File: config.mk
export PLATFORM = sky130hd
export DESIGN_NAME = instr_fetch_unit
export DESIGN_NICKNAME = d
export VERILOG_FILES = /design/src/rtl/instr_fetch_unit.sv
export SDC_FILE = /design/constraint.sdc
export NUM_CORES = 1
export LEC_CHECK = 0
export BUFFER_PORTS_ARGS = -buffer_cell sky130_fd_sc_hd__buf_4
export CAP_MARGIN = 20
export CORE_ASPECT_RATIO = 1.25
export CORE_MARGIN = 2
export CORE_UTILIZATION = 46
export CTS_CLUSTER_SIZE = 24
export DETAILED_ROUTE_END_ITERATION = 8
export GPL_TIMING_DRIVEN = 0
export PLACE_DENSITY = 0.67
export SLEW_MARGIN = 20
export SYNTH_ARGS = -nofsm -noshare
export SYNTH_HDL_FRONTEND = slang
export SYNTH_SLANG_ARGS = --single-unit
File: constraint.sdc
create_clock -name clk -period 7.45 [get_ports clk]
set_clock_uncertainty 0.15 [all_clocks]
set_input_delay 0.745 -clock clk [delete_from_list [all_inputs] [get_ports clk]]
set_output_delay 0.745 -clock clk [all_outputs]
set_load 0.01 [all_outputs]
File: src/rtl/instr_fetch_unit.sv
// Instruction fetch: issues word fetches over a valid/ready channel and buffers in-order
// responses in a small FIFO feeding decode. A redirect flushes the buffer and drops stale responses.
module instr_fetch_unit #(
  parameter logic [31:0] RESET_PC   = 32'h0000_0000,
  parameter int unsigned FIFO_DEPTH = 2,
  parameter int unsigned MAX_OUTST  = 2
) (
  input  logic        clk,
  input  logic        rst_n,
  output logic        imem_req_valid,
  input  logic        imem_req_ready,
  output logic [31:0] imem_req_addr,
  input  logic        imem_resp_valid,
  input  logic [31:0] imem_resp_data,
  input  logic        redirect_valid,
  input  logic [31:0] redirect_pc,
  output logic        id_valid,
  input  logic        id_ready,
  output logic [31:0] id_instr,
  output logic [31:0] id_pc
);

  localparam int unsigned AW = $clog2(FIFO_DEPTH);
  localparam int unsigned CW = $clog2(FIFO_DEPTH + 1);
  localparam int unsigned SW = (MAX_OUTST > 1) ? $clog2(MAX_OUTST) : 1;
  localparam int unsigned OW = $clog2(MAX_OUTST + 1);

  typedef enum logic [1:0] {S_BOOT, S_RUN, S_FLUSH} state_e;

  state_e        state_q;
  logic [31:0]   fetch_pc_q, fetch_pc_d;
  logic [31:0]   fifo_instr_q [FIFO_DEPTH];
  logic [31:0]   fifo_pc_q    [FIFO_DEPTH];
  logic [AW-1:0] rptr_q, wptr_q;
  logic [CW-1:0] count_q, count_d;
  logic [31:0]   shadow_q [MAX_OUTST];
  logic [SW-1:0] sh_wptr_q, sh_rptr_q;
  logic [OW-1:0] outst_q, outst_d, drop_q, drop_d;
  logic          pop, accept, push;

  function automatic logic [SW-1:0] sh_inc(input logic [SW-1:0] p);
    return (32'(p) == MAX_OUTST - 1) ? '0 : p + 1'b1;
  endfunction

  assign id_valid      = (count_q != '0);
  assign id_instr      = fifo_instr_q[rptr_q];
  assign id_pc         = fifo_pc_q[rptr_q];
  assign imem_req_addr = fetch_pc_q;
  assign pop           = id_valid && id_ready;

  // An entry leaving to decode this cycle already counts as free space, which is what
  // lets a one-cycle memory sustain one instruction per cycle with a two-entry buffer.
  assign imem_req_valid = (state_q != S_BOOT) && (32'(outst_q) < MAX_OUTST) &&
                          (32'(outst_q) + 32'(count_q) - 32'(pop) < FIFO_DEPTH);
  assign accept = imem_req_valid && imem_req_ready;
  assign push   = imem_resp_valid && (drop_q == '0) && !redirect_valid;

  always_comb begin
    outst_d    = outst_q + OW'(accept) - OW'(imem_resp_valid);
    drop_d     = drop_q;
    count_d    = count_q + CW'(push) - CW'(pop);
    fetch_pc_d = accept ? fetch_pc_q + 32'd4 : fetch_pc_q;
    if (imem_resp_valid && (drop_q != '0)) drop_d = drop_q - 1'b1;
    if (redirect_valid) begin
      drop_d     = outst_d;
      count_d    = '0;
      fetch_pc_d = redirect_pc & ~32'h3;
    end
  end

  always_ff @(posedge clk or negedge rst_n) begin
    if (!rst_n) begin
      state_q    <= S_BOOT;
      fetch_pc_q <= RESET_PC;
      rptr_q     <= '0;
      wptr_q     <= '0;
      count_q    <= '0;
      sh_wptr_q  <= '0;
      sh_rptr_q  <= '0;
      outst_q    <= '0;
      drop_q     <= '0;
      for (int unsigned i = 0; i < FIFO_DEPTH; i++) begin
        fifo_instr_q[i] <= '0;
        fifo_pc_q[i]    <= '0;
      end
      for (int unsigned i = 0; i < MAX_OUTST; i++) shadow_q[i] <= '0;
    end else begin
      if (redirect_valid) begin
        state_q <= (outst_d != '0) ? S_FLUSH : S_RUN;
      end else begin
        case (state_q)
          S_BOOT:  state_q <= S_RUN;
          S_FLUSH: if (drop_d == '0) state_q <= S_RUN;
          default: state_q <= state_q;
        endcase
      end

      fetch_pc_q <= fetch_pc_d;
      outst_q    <= outst_d;
      drop_q     <= drop_d;
      count_q    <= count_d;

      if (accept) begin
        shadow_q[sh_wptr_q] <= fetch_pc_q;
        sh_wptr_q           <= sh_inc(sh_wptr_q);
      end
      if (imem_resp_valid) sh_rptr_q <= sh_inc(sh_rptr_q);

      if (push) begin
        fifo_instr_q[wptr_q] <= imem_resp_data;
        fifo_pc_q[wptr_q]    <= shadow_q[sh_rptr_q];
      end
      if (redirect_valid) begin
        wptr_q <= '0;
        rptr_q <= '0;
      end else begin
        if (push) wptr_q <= wptr_q + 1'b1;
        if (pop)  rptr_q <= rptr_q + 1'b1;
      end
    end
  end

endmodule

==> summary.md, run 1 <==
| Metric | Value |
|---|---|
| Status | `finished clean` |
| CTS root buffer | `clkbuf_16` |
| Largest net degree at the start of global routing | `98` |
| DRC viols | `0` |
| Vias in the first global route | `7066` |
| Max-slew headroom | `35.66%` |
| P_sw | `1.655 mW` |
| Clk_lat worst skew | `0.51 ns` |
| Initial Util | `46.37%` |
| Unique masters post-synth | `47` |
| CP Class | `register to output port` |
| Total GRT Usage | `19.84%` |
| Drt initial violations | `283` |
| Ys async rst share | `100.0%` |
| Post-synth EDFFs | `0` |
| Layout cell share with drive strength beyond 1 | `41.51%` |
| Global-route wire length before repair | `36650 µm` |
| First-pass DRT Iterations | `4` |
| Post-DP HPWL | `16480 µm` |
| Yosys warning count | `0` |
| Crit path required time | `6.55 ns` |
| H-tree Lvls | `1` |
| Mean Syn Cell Area | `12.46 µm²` |
| Crit path max fanout | `10` |
| Ports | `168` |
| Clock power share | `23.7%` |
| Antenna violations before repair | `0` |
| CTS sink count | `226` |
| Die height | `170.7 µm` |
| Vias/cell | `5.228` |
| Core area | `0.02206 mm²` |
| Antenna diodes | `0` |
| Mapped Area | `0.01023 mm²` |
| Remaining global-route overflow | `0` |
| GPL Wtd Cong | `0.7814` |
| Hold Path Class | `input pin to register` |
| Static leakage power | `5.938 nW` |
| Tmin final | `4.405 ns` |
| Cts bufs inserted | `24` |
| M1 wire length | `9980 µm` |
| TNS Setup | `0 ns` |
| Routed via count | `6870` |
| P&R area growth vs syn | `24.21%` |
| Worst VDD drop | `236.4 µV` |
| Final setup viols | `0` |
| Sw Share | `31.82%` |
| Max Cap Viol | `0` |
| CP Launch Type | `register` |
| Flop pwr share | `38.3%` |
| Routed wire length per instance | `17.60 µm` |
| Reg clk slew, reported paths | `0.06 ns` |
| Slew Viols, Final | `0` |
| Cell internal pwr | `3.546 mW` |
| Flops & latches, synth | `226` |
| Max clock buf depth | `3` |
| Main synth FF type | `dfrtp_1` |
| Die Area | `0.02345 mm²` |
| F_max | `0.2270 GHz` |
| Crit share post-route | `59.12%` |
| RSZ-0062 raised after global routing | `no` |
| CP Capture Type | `output port` |
| Max Used Layer | `met4` |
| PD cells | `409.4 mW/mm²` |
| Final wirelength | `23130 µm` |
| Met2 WL | `11500 µm` |
| Commonest non-fill, non-tap cell in the layout | `dfrtp_1` |
| Horiz. Die Dim | `137.4 µm` |
| Number of setup buffers added after CTS | `0` |
| Most frequent cells in the layout | `226 x dfrtp_1, 192 x mux2_2, 166 x buf_4` |
| Antenna Violating Nets Remaining | `0` |
| Mapped Cells | `821` |
| Register area share after synthesis | `55.30%` |
| WL met3 | `1155 µm` |
| WP data arrival | `3.51 ns` |
| Rows | `61` |
| Port Buffers | `160` |
| Worst slew pin tran | `0.9572 ns` |
| Gate power share | `38.0%` |
| Final Hold Fails | `0` |
| Post-Route Utilization | `57.59%` |
| Layout Nets | `1093` |
| CTS tree | `done` |
==> sequential cells by signal, indices dropped and copies added (netlist names) <==
| name | count |
|---|---|
| wptr_q | 1 |
| sh_wptr_q | 1 |
| sh_rptr_q | 1 |
| state_q | 2 |
| shadow_q | 60 |
| outst_q | 2 |
| imem_req_addr | 30 |
| count_q | 2 |
| fifo_pc_q | 60 |
| rptr_q | 1 |
| drop_q | 2 |
| fifo_instr_q | 64 |
==> synth_stat cells (all sizes together), types with 3 or more instances <==
cell | instances | area [µm²]
dfrtp | 226 | 5655
nand2 | 64 | 242.7
xor2 | 19 | 166.4
nor4 | 5 | 52.55
a21oi | 31 | 155.2
and3 | 6 | 40.03
o21ai | 55 | 275.3
and4 | 3 | 26.28
and2 | 3 | 18.77
xnor2 | 16 | 140.1
ha | 9 | 112.6
nor3 | 6 | 30.03
mux2i | 31 | 310.3
o31a | 3 | 26.28
nand4 | 15 | 100.1
mux2 | 193 | 2173
nand3 | 18 | 90.09
clkbuf | 26 | 118.9
nor2 | 39 | 146.4
inv | 13 | 48.80
buf | 23 | 126.4
==> worst paths after layout <==
path	from	to	slack (ns)	depth (start not counted)
max	count_q[1]$_DFF_PN0_	imem_req_valid	3.05	10
min	redirect_pc[19]	imem_req_addr[19]$_DFFE_PN0N_	0.29	3
max reg2reg	count_q[1]$_DFF_PN0_	state_q[0]$_DFFE_PN0P_	3.19	17
min reg2reg	fifo_pc_q[28]$_DFFE_PN0P_	fifo_pc_q[28]$_DFFE_PN0P_	0.32	2
max in group asynchronous	rst_n	shadow_q[17]$_DFFE_PN0P_	5.78	3
min in group asynchronous	rst_n	fifo_instr_q[21]$_DFFE_PN0P_	0.57	2
==> cells by family (layout without fill, tap and decap cells) <==
family | count (synthesis) | in the layout | synth area share [%]
flip-flops | 226 | 226 | 55.30
multiplexers | 224 | 224 | 24.28
AO/OA/AOI/OAI | 91 | 91 | 4.796
buffers and inverters | 63 | 270 | 2.961
other | 1 | 4 | 0.03667
AND/OR/NAND/NOR | 170 | 170 | 8.099
adder cells (fa/ha/maj) | 10 | 10 | 1.297
XOR/XNOR | 36 | 36 | 3.230
==> cell type report <==
class / count / area (µm²)
buffer: 50 / 254.0
clock buffer: 36 / 737.0
clock inverter: 8 / 93.84
fill: 1901 / 9354
inverter: 13 / 48.80
multi-input combinational: 535 / 4287
sequential: 226 / 5655
tap: 283 / 354.1
timing repair buffer: 163 / 1274
==> through the flow <==
stage          instance area [µm²]  hold WS (ns)  setup WS (ns)  instances  power, mW
2_1_floorplan                10240        0.2944          3.648        824      3.225
3_3_place_gp                 11790        0.3055          3.163       1267      3.945
3_5_place_dp                 11860        0.3145          3.129       1269      4.010
4_1_cts                      12700        0.2720          3.037       1314      5.258
5_1_grt                      12700        0.2895          2.926       1314      5.537
6_report                     12700        0.2867          3.045       1314      5.200
==> critical path, stage by stage, from the launching register on <==
cell and delay (ns):
dfrtp_1 0.41, or2_2 0.34, and2_1 0.23, ha_1 0.31
nor2b_1 0.15, fa_1 0.43, nor2_1 0.19, o2111ai_4 0.24
inv_2 0.22, buf_2 0.29, buf_4 0.17
==> power groups by stage <==
stage | Sequential [mW] | Combinational [mW] | Clock, mW
finish | 1.99 | 1.98 | 1.23
global route | 2.06 | 2.18 | 1.30
CTS | 1.99 | 2.01 | 1.26
detailed placement | 2.01 | 2.00 | 0
global placement | 1.99 | 1.96 | 0
floorplan | 1.94 | 1.29 | 0
==> timing repair <==
item                      4_1_cts  5_1_grt
hold endpoints to repair       44        0
resized for setup               0        0
hold buffers                    1        0
==> per-layer routing <==
| metal | track usage (%) | up-vias |
|---|---|---|
| met1 | 25.84 | 3397 |
| met5 | 0 | - |
| met2 | 34.57 | 182 |
| li1 | - | 3253 |
| met3 | 2.637 | 38 |
| met4 | 5.513 | 0 |
(Power assumes the default switching activity.)
==> run 2, diff against run 1 <==
--- a/config.mk
+++ b/config.mk
@@ -13,7 +13,7 @@
 export CTS_CLUSTER_SIZE = 24
 export DETAILED_ROUTE_END_ITERATION = 8
 export GPL_TIMING_DRIVEN = 0
-export PLACE_DENSITY = 0.67
+export PLACE_DENSITY = 0.7
 export SLEW_MARGIN = 20
 export SYNTH_ARGS = -nofsm -noshare
 export SYNTH_HDL_FRONTEND = slang
==> constraint.sdc (replaced) <==
create_clock -name clk -period 3.6 [get_ports clk]
set_clock_uncertainty 0.15 [all_clocks]
set_input_delay 0.36 -clock clk [delete_from_list [all_inputs] [get_ports clk]]
set_output_delay 0.36 -clock clk [all_outputs]
set_load 0.01 [all_outputs]
==> summary.md, run 2 (same netlist as run 1, synthesis figures left out) <==
| Metric | Value |
|---|---|
| Crit-path most repeated cell | `buf_4` |
| Total GRT Usage | `20.40% (+0.57 points)` |
| Sw Share | `32.49% (+0.67 points)` |
| Drt initial violations | `275 (-2.8%)` |
| Die Area | `0.02345 mm² (unchanged)` |
| First-pass DRT Iterations | `4 (unchanged)` |
| Vias in the first global route | `7336 (+3.8%)` |
| Final wirelength | `24140 µm (+4.4%)` |
| RSZ-0062 raised after global routing | `no` |
| Most frequent cells in the layout | `226 x dfrtp_1, 192 x mux2_2, 175 x buf_4` |
| Post-DP HPWL | `16470 µm (about the same)` |
| Final Hold Fails | `0 (unchanged)` |
| Largest registers | `fifo_instr_q: 64 flops, fifo_pc_q: 60 flops, shadow_q: 60 flops` |
| Post-Place Cells | `1269 (unchanged)` |
| F_max | `0.2872 GHz` |
| Design area | `0.01333 mm² (+4.9%)` |
| Core area | `0.02206 mm² (unchanged)` |
| H-tree Lvls | `1 (unchanged)` |
| Max reg flops | `64 (unchanged)` |
| Crit-path cells | `or2_4, and2_4, ha_4, nor2b_4, fa_2, nor2_4, o2111ai_4, inv_4, buf_4, clkbuf_4, buf_4` |
| Crit path required time | `3.09 ns (-3.46 ns)` |
| CTS sink count | `226 (unchanged)` |
| Setup ws final | `0.1187 ns (-2.927 ns)` |
| Layout Nets | `1164 (+6.5%)` |
| Register Area | `0.005655 mm² (unchanged)` |
| Gate power share | `41.0% (+3.0 points)` |
| Clk_lat worst skew | `0.50 ns (about the same)` |
| Layout cell share with drive strength beyond 1 | `39.85% (-1.7 points)` |
| Worst VDD drop | `385.0 µV (+63%)` |
| Antenna Violating Nets Remaining | `0 (unchanged)` |
| Flop pwr share | `38.3% (about the same)` |
| Status | `finished clean` |
| Crit path max fanout | `10 (unchanged)` |
| P&R area growth vs syn | `30.35%` |
| Fill cells | `1817 (-4.4%)` |
| Antenna diodes | `0 (unchanged)` |
| P_sw | `3.498 mW (+110%)` |
| Reg clk slew, reported paths | `0.06 ns (about the same)` |
| Antenna violations before repair | `0 (unchanged)` |
| Final Non-Filler Cells | `1382 (+5.2%)` |
| Routed via count | `7208 (+4.9%)` |
| CTS root buffer | `clkbuf_16` |
| Cell internal pwr | `7.268 mW (+100%)` |
| Tmin final | `3.481 ns` |
| Rows | `61 (unchanged)` |
| Post-placement cell area | `0.01187 mm² (about the same)` |
| Max clock buf depth | `3 (unchanged)` |
| CP Launch Type | `register` |
| WP data arrival | `2.97 ns (-0.54 ns)` |
| CP peak stage delay | `0.46 ns (+0.03 ns)` |
| Area taken by multi-input logic gates | `0.004348 mm² (+1.4%)` |
| GPL Wtd Cong | `0.8079 (+3.4%)` |
| PD cells | `807.5 mW/mm² (+97%)` |
| Remaining global-route overflow | `0 (unchanged)` |
| Clock power share | `20.7% (-3.0 points)` |
| Largest net degree at the start of global routing | `100 (+2.0%)` |
| Global-route wire length before repair | `37580 µm (+2.6%)` |
| Final setup viols | `0 (unchanged)` |
| Cts bufs inserted | `23 (-4.2%)` |
| Port Buffers | `160 (unchanged)` |
| CP Class | `register to output port` |
| Static leakage power | `6.186 nW (+4.2%)` |
| Commonest non-fill, non-tap cell in the layout | `dfrtp_1` |
| Horiz. Die Dim | `137.4 µm (unchanged)` |
| Vias/cell | `5.216 (-0.24%)` |
| Largest register by flop count | `fifo_instr_q` |
| Ports | `168 (unchanged)` |
| CTS tree | `done` |
| Post-Route Utilization | `60.44% (+2.8 points)` |
| Slew Viols, Final | `0 (unchanged)` |
| CP Capture Type | `output port` |
| Total design power | `10.77 mW (+110%)` |
| Pre-CTS setup slack | `-0.3099 ns (-3.439 ns)` |
| Die height | `170.7 µm (unchanged)` |
| Max-slew headroom | `32.29% (-3.4 points)` |
| Initial Util | `46.37% (unchanged)` |
| CP max stage cell | `fa_2` |
| Max Cap Viol | `0 (unchanged)` |
| Routed wire length per instance | `17.47 µm (-0.74%)` |
| Hold Path Class | `input pin to register` |
| DRC viols | `0 (unchanged)` |
| Worst slew pin tran | `1.007 ns (+0.05011 ns)` |
| Crit share post-route | `96.70%` |
## run 2: cell count changes in the layout (fill, tap and decap cells not counted), sizes merged
cell | before | now
clkinv | 6 | 4
clkinvlp | 0 | 1
buf | 185 | 193
clkbuf | 62 | 61
bufinv | 2 | 1
dlygate4sd3 | 1 | 64
## run 2: repair_timing
action	CTS	global route
pin swaps	7	3
endpoints found under the hold margin	166	1
resized for setup	8	4
hold buffers	63	1
endpoints found under the setup margin	4	3
setup buffers	9	0
## run 2: power groups by stage
stage                     Combinational (mW)  Clock (mW)  Sequential (mW)
after floorplan                         2.69           0             4.01
after global placement                  4.07           0             4.11
after detailed placement                4.16           0             4.16
after CTS                               4.43        2.28             4.13
after global routing                    4.80        2.39             4.25
final                                   4.41        2.23             4.13
## run 2: metrics by stage
stage	TNS (ns)	hold slack, ns
after floorplan	0	-0.08559
after global placement	-0.4278	0.3046
after detailed placement	-0.5222	0.09406
after CTS	0	0.003174
after global routing	0	0.05610
final	0	0.03607
## run 2: layer usage
layer  track usage (%)  vias up  part of all wire [%]
met5                 0        -                     0
met4             6.096        0                   2.1
met3             2.963       33                   4.7
met2             36.21      178                    51
met1             25.64     3606                    42
li1                  -     3391                     -
## run 2: cell type report
cell class                 count  share of cell area, %
clock buffer                  34                  4.777
buffer                        50                  1.924
clock inverter                 6                 0.4317
sequential                   226                  42.42
inverter                      13                 0.3848
multi-input combinational    535                  32.61
tap                          283                  2.656
timing repair buffer         235                  14.79
## run 2: final timing paths
check,startpoint,endpoint,slack [ns],depth (start not counted)
setup / recovery,count_q[1]$_DFF_PN0_,imem_req_valid,0.12,11
max in group asynchronous,rst_n,shadow_q[16]$_DFFE_PN0P_,1.91,4
setup reg to reg,count_q[1]$_DFF_PN0_,state_q[0]$_DFFE_PN0P_,0.14,17
hold reg to reg,fifo_pc_q[29]$_DFFE_PN0P_,fifo_pc_q[29]$_DFFE_PN0P_,0.32,2
hold / removal,redirect_pc[30],imem_req_addr[30]$_DFFE_PN0N_,0.04,3
min in group asynchronous,rst_n,imem_req_addr[4]$_DFFE_PN0N_,0.16,2
## run 2: critical path: cells and delay by family (launching register included)
family	cells	cell delay (ns)
fa+ha+maj	2	0.68
buf+inv	4	0.62
simple gates	4	0.63
flops	1	0.39
compound gates	1	0.15
==> run 3, diff against run 2 <==
--- a/config.mk
+++ b/config.mk
@@ -9,11 +9,12 @@
 export CAP_MARGIN = 20
 export CORE_ASPECT_RATIO = 1.25
 export CORE_MARGIN = 2
-export CORE_UTILIZATION = 46
+export CORE_UTILIZATION = 48
 export CTS_CLUSTER_SIZE = 24
 export DETAILED_ROUTE_END_ITERATION = 8
 export GPL_TIMING_DRIVEN = 0
-export PLACE_DENSITY = 0.7
+export PLACE_DENSITY = 0.72
+export REMOVE_ABC_BUFFERS = 1
 export SLEW_MARGIN = 20
 export SYNTH_ARGS = -nofsm -noshare
 export SYNTH_HDL_FRONTEND = slang
==> summary.md, run 3 (same netlist as run 1, synthesis figures left out) <==
| Metric | Value |
|---|---|
| Status | `finished clean` |
| F_max | `0.2887 GHz (+0.51%)` |
| Layout cell share with drive strength beyond 1 | `41.50% (+1.6 points)` |
| RR Endpoint | `state_q[0]$_DFFE_PN0P_` |
| Cell internal pwr | `7.546 mW (+3.8%)` |
| Remaining global-route overflow | `0 (unchanged)` |
| Hold_ws | `0.05380 ns (+0.01773 ns)` |
| Crit path required time | `3.83 ns (+0.74 ns)` |
| Max reg flops | `64 (unchanged)` |
| Antenna Violating Nets Remaining | `0 (unchanged)` |
| Largest register by flop count | `fifo_instr_q` |
| Worst slew pin tran | `0.7959 ns (-0.2113 ns)` |
| Die Area | `0.02250 mm² (-4.1%)` |
| Die height | `167.2 µm (-2.1%)` |
| DRC viols | `0 (unchanged)` |
| Hold Path Class | `input pin to register` |
| Commonest non-fill, non-tap cell in the layout | `dfrtp_1` |
| Clk_lat worst skew | `0.49 ns (about the same)` |
| WHS Endpoint | `imem_req_addr[30]$_DFFE_PN0N_` |
| Initial Util | `48.95% (+2.6 points)` |
| Vias/cell | `5.181 (-0.65%)` |
| First-pass DRT Iterations | `4 (unchanged)` |
| Max-slew headroom | `46.53% (+14 points)` |
| Antenna violations before repair | `0 (unchanged)` |
| Slew Viols, Final | `0 (unchanged)` |
| Rows | `59 (-3.3%)` |
| Max Cap Viol | `0 (unchanged)` |
| CTS sink count | `226 (unchanged)` |
| Max clock buf depth | `3 (unchanged)` |
| Core area | `0.02089 mm² (-5.3%)` |
| Most frequent cells in the layout | `224 x dfrtp_1, 192 x mux2_2, 170 x buf_4` |
| GPL Wtd Cong | `0.7715 (-4.5%)` |
| Routed wire length per instance | `17.26 µm (-1.2%)` |
| Drt initial violations | `194 (-29%)` |
| Post-DP HPWL | `14990 µm (-9.0%)` |
| CTS root buffer | `clkbuf_16` |
| Ports | `168 (unchanged)` |
| Vias in the first global route | `7248 (-1.2%)` |
| Largest net degree at the start of global routing | `101 (+1.0%)` |
| Global-route wire length before repair | `37540 µm (-0.11%)` |
| Layout Nets | `1130 (-2.9%)` |
| PD cells | `815.3 mW/mm² (+0.97%)` |
| Largest registers | `fifo_instr_q: 64 flops, fifo_pc_q: 60 flops, shadow_q: 60 flops` |
| Port Buffers | `161 (+0.63%)` |
| RSZ-0062 raised after global routing | `no` |
| Fill cells | `1624 (-11%)` |
| P_sw | `3.451 mW (-1.3%)` |
| CP Class | `register to register` |
| Reg clk slew, reported paths | `0.06 ns (about the same)` |
| Gate power share | `39.2% (-1.8 points)` |
| Clock power share | `22.3% (+1.6 points)` |
| Antenna diodes | `0 (unchanged)` |
| Worst VDD drop | `494.3 µV (+28%)` |
| CP Capture Type | `register` |
| CP Launch Type | `register` |
| Reg2reg setup slack | `0.14 ns (about the same)` |
| Sw Share | `31.38% (-1.1 points)` |
| Flop pwr share | `38.5% (+0.2 points)` |
| CTS tree | `done` |
| HP Start | `redirect_pc[30]` |
| Reg2reg start | `count_q[0]$_DFF_PN0_` |
| Total GRT Usage | `20.62% (+0.22 points)` |
| Final wirelength | `23120 µm (-4.3%)` |
| Crit path max fanout | `3 (-7)` |
| Cell count of the worst reg-to-reg path | `17 (unchanged)` |
| Cts bufs inserted | `23 (unchanged)` |
| Routed via count | `6938 (-3.7%)` |
| Final Hold Fails | `0 (unchanged)` |
| P&R area growth vs syn | `31.88%` |
| H-tree Lvls | `1 (unchanged)` |
| Post-Route Utilization | `64.56% (+4.1 points)` |
| Crit share post-route | `96.21% (-0.49 points)` |
| Horiz. Die Dim | `134.6 µm (-2.0%)` |
| Tmin final | `3.464 ns (-0.01776 ns)` |
| WHS Path Cells | `3 (unchanged)` |
| Static leakage power | `6.230 nW (+0.71%)` |
| Final setup viols | `0 (unchanged)` |
| WP data arrival | `3.70 ns (+0.73 ns)` |
run 3: changes by cell type in the layout (fill, tap and decap cells not counted), moves of 3 or more:
cell	change
clkbuf_1	-25
buf_2	-10
buf_1	-5
buf_4	-5
buf_16	+4
buf_6	+4
buf_12	+3
buf_8	+3
clkinv_2	-3
run 3: metrics by stage:
step                area (µm²)  TNS, ns  instances  setup WS, ns  power, mW
detailed placement       11900   -33.20       1225       -0.9616      8.244
floorplan                 9985  -104.75        774        -1.037      6.641
CTS                      13460        0       1337       0.02840      11.06
global placement         11540  -485.51       1209        -3.762      8.076
finish                   13490        0       1339        0.1364      11.00
global route             13490        0       1339     0.0001625      11.68
run 3: layout make-up:
| type | instances | area (µm²) | share of cell area, % |
|---|---|---|---|
| clock buffer | 36 | 684.4 | 5.074 |
| clock inverter | 4 | 95.09 | 0.7050 |
| inverter | 13 | 56.30 | 0.4174 |
| multi-input combinational | 535 | 4405 | 32.66 |
| sequential | 226 | 5660 | 41.97 |
| tap | 274 | 342.8 | 2.542 |
| timing repair buffer | 250 | 2237 | 16.59 |
| timing repair inverter | 1 | 6.256 | 0.04638 |
run 3: how the worst max path moves through the flow:
stage	start	end	slack (ns)
2_1_floorplan	drop_q[0]$_DFF_PN0_	fifo_instr_q[32]$_DFFE_PN0P_	-1.04
3_3_place_gp	redirect_valid	fifo_instr_q[35]$_DFFE_PN0P_	-3.76
3_5_place_dp	count_q[1]$_DFF_PN0_	state_q[0]$_DFFE_PN0P_	-0.96
4_1_cts	count_q[0]$_DFF_PN0_	state_q[0]$_DFFE_PN0P_	0.03
5_1_grt	count_q[0]$_DFF_PN0_	state_q[0]$_DFFE_PN0P_	0.0002
6_report	count_q[0]$_DFF_PN0_	state_q[0]$_DFFE_PN0P_	0.14
run 3: per-layer routing:
metal	GRT usage (%)	wire length (µm)
met5	0	0
met4	4.577	419
met3	2.573	811
met2	37.51	11900
met1	26.20	9986
run 3: critical path: stages (launching register included):
cell	delay, ns
dfrtp_1	0.38
or2_4	0.26
and2_4	0.15
ha_4	0.22
nor2b_4	0.11
fa_2	0.47
nor2_4	0.11
o2111ai_4	0.17
inv_8	0.12
nand2_8	0.05
ha_4	0.26
inv_1	0.04
ha_2	0.16
xor3_1	0.20
nand2_1	0.07
o21ai_2	0.11
nor2_1	0.06
o31a_1	0.27
run 3: repair_timing:
item,in CTS,in global routing
hold endpoints to repair,134,0
endpoints found under the setup margin,73,20
hold buffers,63,0
buffers inserted,8,2
pin swaps,7,2
gates cloned,1,0
resized for setup,20,3
run 3: power groups by stage:
| stage | combinational (mW) | sequential (mW) | clock, mW |
|---|---|---|---|
| after CTS | 4.31 | 4.23 | 2.52 |
| after global placement | 3.76 | 4.32 | 0 |
| after detailed placement | 3.97 | 4.27 | 0 |
| final | 4.31 | 4.23 | 2.45 |
| after floorplan | 2.50 | 4.14 | 0 |
| after global routing | 4.68 | 4.38 | 2.62 |
